## src/rtl/axis_axi_burst_writer.sv

```systemverilog
// Write-side DMA master: turns a (base, word count) command plus a word stream into INCR AXI4
// write bursts, split at MAX_BURST beats and at 4 KB page boundaries, one burst in flight.
module axis_axi_burst_writer #(
    parameter int unsigned DATA_W    = 32,
    parameter int unsigned ADDR_W    = 16,
    parameter int unsigned LEN_W     = 8,
    parameter int unsigned MAX_BURST = 16,
    parameter int unsigned CNT_W     = 16
) (
    input  logic                  clk_i,
    input  logic                  rst_i,

    input  logic                  start_i,
    input  logic [ADDR_W-1:0]     base_addr_i,
    input  logic [CNT_W-1:0]      word_cnt_i,
    output logic                  busy_o,
    output logic                  done_o,
    output logic                  err_o,

    input  logic [DATA_W-1:0]     s_tdata_i,
    input  logic                  s_tvalid_i,
    output logic                  s_tready_o,

    output logic [ADDR_W-1:0]     axi_awaddr_o,
    output logic [LEN_W-1:0]      axi_awlen_o,
    output logic [2:0]            axi_awsize_o,
    output logic [1:0]            axi_awburst_o,
    output logic                  axi_awvalid_o,
    input  logic                  axi_awready_i,

    output logic [DATA_W-1:0]     axi_wdata_o,
    output logic [DATA_W/8-1:0]   axi_wstrb_o,
    output logic                  axi_wlast_o,
    output logic                  axi_wvalid_o,
    input  logic                  axi_wready_i,

    input  logic [1:0]            axi_bresp_i,
    input  logic                  axi_bvalid_i,
    output logic                  axi_bready_o
);

    localparam int unsigned STRB     = DATA_W / 8;
    localparam int unsigned StrbLog2 = $clog2(STRB);
    localparam int unsigned BeatsW   = LEN_W + 1;

    typedef enum logic [1:0] {
        StIdle,
        StAddr,
        StData,
        StResp
    } state_e;

    state_e              state_q, state_d;
    logic [ADDR_W-1:0]   cur_addr_q, cur_addr_d;
    logic [CNT_W-1:0]    remaining_q, remaining_d;
    logic [LEN_W-1:0]    beat_cnt_q, beat_cnt_d;
    logic [BeatsW-1:0]   cur_beats_q, cur_beats_d;
    logic                done_q, done_d;
    logic                err_q, err_d;

    logic [31:0]         rem_beats;
    logic [31:0]         page_beats;
    logic [31:0]         burst_beats;
    logic                w_hs;

    // Beats left before the next 4 KB page; unbounded when the address space is smaller.
    if (ADDR_W >= 12) begin : g_page
        assign page_beats = (32'd4096 - 32'(cur_addr_q[11:0])) >> StrbLog2;
    end else begin : g_no_page
        assign page_beats = '1;
    end

    assign rem_beats = 32'(remaining_q);

    always_comb begin
        burst_beats = rem_beats;
        if (32'(MAX_BURST) < burst_beats) begin
            burst_beats = 32'(MAX_BURST);
        end
        if (page_beats < burst_beats) begin
            burst_beats = page_beats;
        end
    end

    assign w_hs = (state_q == StData) && s_tvalid_i && axi_wready_i;

    always_ff @(posedge clk_i) begin
        if (rst_i) begin
            state_q     <= StIdle;
            cur_addr_q  <= '0;
            remaining_q <= '0;
            beat_cnt_q  <= '0;
            cur_beats_q <= '0;
            done_q      <= 1'b0;
            err_q       <= 1'b0;
        end else begin
            state_q     <= state_d;
            cur_addr_q  <= cur_addr_d;
            remaining_q <= remaining_d;
            beat_cnt_q  <= beat_cnt_d;
            cur_beats_q <= cur_beats_d;
            done_q      <= done_d;
            err_q       <= err_d;
        end
    end

    always_comb begin
        state_d     = state_q;
        cur_addr_d  = cur_addr_q;
        remaining_d = remaining_q;
        beat_cnt_d  = beat_cnt_q;
        cur_beats_d = cur_beats_q;
        done_d      = 1'b0;
        err_d       = err_q;

        unique case (state_q)
            StIdle: begin
                if (start_i) begin
                    cur_addr_d  = base_addr_i;
                    remaining_d = word_cnt_i;
                    err_d       = 1'b0;
                    if (word_cnt_i == '0) begin
                        done_d = 1'b1;
                    end else begin
                        state_d = StAddr;
                    end
                end
            end
            StAddr: begin
                if (axi_awready_i) begin
                    beat_cnt_d  = LEN_W'(burst_beats - 32'd1);
                    cur_beats_d = BeatsW'(burst_beats);
                    state_d     = StData;
                end
            end
            StData: begin
                if (w_hs) begin
                    if (beat_cnt_q == '0) begin
                        cur_addr_d  = cur_addr_q + ADDR_W'(32'(cur_beats_q) << StrbLog2);
                        remaining_d = remaining_q - CNT_W'(cur_beats_q);
                        state_d     = StResp;
                    end else begin
                        beat_cnt_d = beat_cnt_q - 1'b1;
                    end
                end
            end
            StResp: begin
                if (axi_bvalid_i) begin
                    if (axi_bresp_i != 2'b00) begin
                        err_d = 1'b1;
                    end
                    // An error response is recorded but the transfer carries on.
                    if (remaining_q == '0) begin
                        done_d  = 1'b1;
                        state_d = StIdle;
                    end else begin
                        state_d = StAddr;
                    end
                end
            end
            default: state_d = StIdle;
        endcase
    end

    always_comb begin
        axi_awvalid_o = 1'b0;
        axi_awaddr_o  = '0;
        axi_awlen_o   = '0;
        axi_wvalid_o  = 1'b0;
        axi_wdata_o   = '0;
        axi_wlast_o   = 1'b0;
        s_tready_o    = 1'b0;
        axi_bready_o  = 1'b0;

        unique case (state_q)
            StIdle: begin
            end
            StAddr: begin
                axi_awvalid_o = 1'b1;
                axi_awaddr_o  = cur_addr_q;
                axi_awlen_o   = LEN_W'(burst_beats - 32'd1);
            end
            StData: begin
                // Stream passes straight through; wvalid never waits on wready.
                axi_wvalid_o = s_tvalid_i;
                axi_wdata_o  = s_tdata_i;
                axi_wlast_o  = (beat_cnt_q == '0);
                s_tready_o   = axi_wready_i;
            end
            StResp: begin
                axi_bready_o = 1'b1;
            end
            default: begin
            end
        endcase
    end

    assign busy_o        = (state_q != StIdle);
    assign done_o        = done_q;
    assign err_o         = err_q;
    assign axi_awsize_o  = 3'(StrbLog2);
    assign axi_awburst_o = 2'b01;
    assign axi_wstrb_o   = '1;

endmodule
```

## config.mk

```make
export PLATFORM = sky130hd
export DESIGN_NAME = axis_axi_burst_writer
export DESIGN_NICKNAME = d
export VERILOG_FILES = /design/src/rtl/axis_axi_burst_writer.sv
export SDC_FILE = /design/constraint.sdc
export NUM_CORES = 1
export LEC_CHECK = 0
export ABC_AREA = 1
export ABC_CLOCK_PERIOD_IN_PS = 7270
export CAP_MARGIN = 10
export CORE_MARGIN = 2
export CORE_UTILIZATION = 53
export CTS_BUF_LIST = sky130_fd_sc_hd__clkbuf_2
export DETAILED_ROUTE_END_ITERATION = 6
export PLACE_DENSITY_LB_ADDON = 0.15
export SETUP_SLACK_MARGIN = 0.3
export SLEW_MARGIN = 0
export SYNTH_ARGS = -nofsm -noshare
export SYNTH_HDL_FRONTEND = slang
export SYNTH_SLANG_ARGS = --single-unit
```

## constraint.sdc

```tcl
create_clock -name clk_i -period 7.27 [get_ports clk_i]
set_input_delay 1.454 -clock clk_i [delete_from_list [all_inputs] [get_ports clk_i]]
set_output_delay 1.454 -clock clk_i [all_outputs]
set_load 0.01 [all_outputs]
```

==> reports/metrics.yaml <==
htree_levels: 2
timing.clock.skew_ps: 41.6
insertedDiodeCount: 0
initial_core_util: 0.538
post-route-period-util: 0.876
ys_async_sr_fraction: 0
placed_cell_area_um2: 6280
drt_wl_total_um: 14300
synth_simple_gate_area_frac: 0.320
vdd.ir_drop.worst_mv: 0.241
clkLatencyLatePin_ps: 460
hpwl_um: 11200
grt_remaining_overflow: 0
fraction_of_layout_instances_using_a_drive_strength_above_1: 0.0667
grtUsageTotal: 0.284
fin_tns_setup_ps: 0
ys_dominant_reg_cell: "sky130_fd_sc_hd__dfxtp_1"
clockRootBuffer: "sky130_fd_sc_hd__clkbuf_2"
number_of_warnings_printed_during_yosys_synthesis: 0
maxClockFrequency_mhz: 157
timing_worst_slew_pin_value_ps: 1160
fp.dieH_um: 99.9
clock_sinks: 53
min-delay-start: "cur_addr_q[15]"
antenna_violations_before_repair: 0
io_buffer_count: 136
post_cts.resized_instances: 0
rr_worst_depth: 26
drt-initial-drc-count: 271
globalplace.congestion: 0.960
drc_errors: 0
r2r-end: "beat_cnt_q[6]"
critPathLaunchType: "flip-flop"
cts-hold-fix-buffers: 0
num_vias: 5380
regToRegSetupSlack_ps: 3120
worstPathMaxFanout: 7
critical_path.reg2reg.startpoint: "cur_addr_q[3]"
post_layout_minimum_cycle_time_ps: 6370
detailed_route_vias_per_instance: 5.25
data_required_time_of_the_worst_path_ps: 5820
drt_pre_antenna_iters: 6
run_status: "finished clean"
maxSlewViolCount: 0
nNetsFinal: 1022
post_synth_xor_area_fraction: 0.0341
numCtsBuffers: 5
post_synth_mux_area_share: 0
cts_setup_buffers: 0
grt_start_max_net_pins: 73
route.detailed.wl_per_inst_um: 13.9
maxCapViolCount: 0
top_level_ports: 146
floorplan.core_area_um2: 9060
cellPowerDensity_nw_per_um2: 456
synth_compound_area_frac: 0.184
setup_viol_count_final: 0
arrival_ps: 4910
post-route-util: 0.700
startpoint_of_the_most_critical_setup_path: "cur_addr_q[3]"
synth_top_family_by_area: "simple AND/OR/NAND/NOR gates"
overall_die_width_um: 99.9
cts_buffer_depth: 2
total_leakage_power_nw: 3.13
layout-area-overhead-vs-synth_pct: 30.1
first_global_vias: 5102
grt_pass1_wl_um: 23200
worst_slew_margin_rel: 0.222
cts_tree: "built"
rows: 35
die_area_um2: 9990
layout.cell_area.non_filler_um2: 6340
crit_end: "axi_awlen_o[4]"
synth_seq_area_share: 0.218
syn_avg_cell_area_um2: 6.17
mappedNetlistArea_um2: 4880
final_hold_fails: 0
holdCritPathClass: "reg2reg"
synthAdderAreaFrac: 0.0954
grt_setup_unrepaired: "false"
synthCells: 790
cts.reportedPaths.clkPinSlew_ps: 320
drtAntennaViolNets: 0
netlist-cell-type-count: 42
setup.worst_path.class: "reg2out"
endpoint_kind: "primary output"
postSynthRegisterBits: 53
synth_enable_flop_cells: 0
-- report_power, final --
part,switching [W],total (W),internal [W]
clock network,0.0000999,0.000158,0.0000585
registers,0.000123,0.000522,0.000399
logic,0.00138,0.00221,0.000834
total,0.00160,0.00289,0.00129
-- critical path, stage by stage (launching register included) --
cell                              delay [ps]
sky130_fd_sc_hd__dfxtp_1                 440
sky130_fd_sc_hd__inv_2                   100
sky130_fd_sc_hd__nand2_1                  60
sky130_fd_sc_hd__nor2_1                  140
sky130_fd_sc_hd__nand2_1                 100
sky130_fd_sc_hd__nor2_1                  160
sky130_fd_sc_hd__nand2_1                 100
sky130_fd_sc_hd__nor2_1                  210
sky130_fd_sc_hd__nand2_1                 130
sky130_fd_sc_hd__xor2_1                  160
sky130_fd_sc_hd__inv_1                    60
sky130_fd_sc_hd__ha_1                    240
sky130_fd_sc_hd__a21oi_1                 140
sky130_fd_sc_hd__o21ai_0                 100
sky130_fd_sc_hd__a21oi_1                 520
sky130_fd_sc_hd__nand2_8                 170
sky130_fd_sc_hd__o21ai_4                 260
sky130_fd_sc_hd__inv_1                   120
sky130_fd_sc_hd__ha_1                    260
sky130_fd_sc_hd__nand3_1                 100
sky130_fd_sc_hd__xor2_1                  190
sky130_fd_sc_hd__and2_1                  150
sky130_fd_sc_hd__clkdlybuf4s50_1         540
-- kinds of logic (layout without fill, tap and decap cells) --
family | after synthesis | in the layout
AOI/OAI and AO/OA | 157 | 157
xor gates and xnor gates | 19 | 19
adders and majority gates | 36 | 36
buffers and inverters | 180 | 291
DFF | 53 | 53
other | 2 | 15
and+or+nand+nor | 343 | 343
-- worst min path at each step --
stage / to / slack [ps] / cells past startpoint
final: cur_addr_q[15] / 520 / 2
after global routing: cur_beats_q[8] / 540 / 2
after CTS: cur_addr_q[15] / 520 / 2
after detailed placement: cur_beats_q[8] / 490 / 2
after global placement: cur_addr_q[0] / 490 / 2
after floorplan: cur_beats_q[8] / 460 / 2
-- synthesized netlist by cell type, types with 8 or more instances --
cell type	count	area (um2)
sky130_fd_sc_hd__clkbuf_1	23	86.3
sky130_fd_sc_hd__a211oi_1	9	67.6
sky130_fd_sc_hd__nor2_1	81	304
sky130_fd_sc_hd__nand2_1	181	679
sky130_fd_sc_hd__ha_1	34	425
sky130_fd_sc_hd__o211ai_1	9	67.6
sky130_fd_sc_hd__buf_4	9	67.6
sky130_fd_sc_hd__a221oi_1	8	70.1
sky130_fd_sc_hd__dfxtp_1	53	1060
sky130_fd_sc_hd__nand2_2	10	62.6
sky130_fd_sc_hd__inv_1	137	514
sky130_fd_sc_hd__a21oi_1	77	385
sky130_fd_sc_hd__nand3_1	21	105
sky130_fd_sc_hd__o21ai_0	42	210
sky130_fd_sc_hd__xor2_1	12	105
sky130_fd_sc_hd__nand2_4	9	101
-- sequential cells by signal, indices dropped and copies added (netlist names) --
signal	count
beat_cnt_q	8
cur_addr_q	16
cur_beats_q	9
done_o	1
err_o	1
remaining_q	16
state_q	2
-- routing by layer --
layer	vias to the layer above	wire [um]	global-route usage
li1	2720	-	-
met1	2464	6090	0.360
met2	181	7200	0.519
met3	15	824	0.0376
met4	0	141	0.0516
met5	-	0	0
-- metrics by stage --
stage | std cells | worst slack [ps] | power, W | hold WS [ps]
4_1_cts | 1025 | 935 | 0.00287 | 522
6_report | 1025 | 905 | 0.00289 | 522
3_3_place_gp | 1017 | 1670 | 0.00264 | 485
5_1_grt | 1025 | 436 | 0.00318 | 537
3_5_place_dp | 1017 | 1510 | 0.00271 | 492
2_1_floorplan | 803 | 2390 | 0.00212 | 462
-- final cells by class --
type | instances | area [um2]
Multi-Input combinational cell | 570 | 3150
Clock buffer | 6 | 30.0
Sequential cell | 53 | 1060
Clock inverter | 2 | 33.8
Timing Repair Buffer | 139 | 1380
Inverter | 144 | 546
Fill cell | 808 | 2720
Tap cell | 111 | 139
-- placed cells by master, fill, tap and decap left out, types with 2 or more instances in the layout --
master	n
sky130_fd_sc_hd__a211oi_1	9
sky130_fd_sc_hd__a21o_1	2
sky130_fd_sc_hd__a21oi_1	77
sky130_fd_sc_hd__a21oi_2	4
sky130_fd_sc_hd__a221oi_1	8
sky130_fd_sc_hd__a31oi_1	3
sky130_fd_sc_hd__and2_1	4
sky130_fd_sc_hd__buf_4	3
sky130_fd_sc_hd__clkbuf_2	6
sky130_fd_sc_hd__clkdlybuf4s50_1	136
sky130_fd_sc_hd__conb_1	15
sky130_fd_sc_hd__dfxtp_1	53
sky130_fd_sc_hd__fa_1	2
sky130_fd_sc_hd__ha_1	33
sky130_fd_sc_hd__inv_1	137
sky130_fd_sc_hd__inv_2	6
sky130_fd_sc_hd__nand2_1	181
sky130_fd_sc_hd__nand2_2	10
sky130_fd_sc_hd__nand2_4	9
sky130_fd_sc_hd__nand3_1	21
sky130_fd_sc_hd__nand3_2	6
sky130_fd_sc_hd__nand4_1	4
sky130_fd_sc_hd__nor2_1	81
sky130_fd_sc_hd__nor2_2	6
sky130_fd_sc_hd__nor3_1	7
sky130_fd_sc_hd__nor3b_1	2
sky130_fd_sc_hd__nor4_1	4
sky130_fd_sc_hd__o211ai_1	9
sky130_fd_sc_hd__o21ai_0	42
sky130_fd_sc_hd__or2_2	3
sky130_fd_sc_hd__xnor2_1	7
sky130_fd_sc_hd__xor2_1	12
Note: power is estimated with default switching activity, not from simulation.
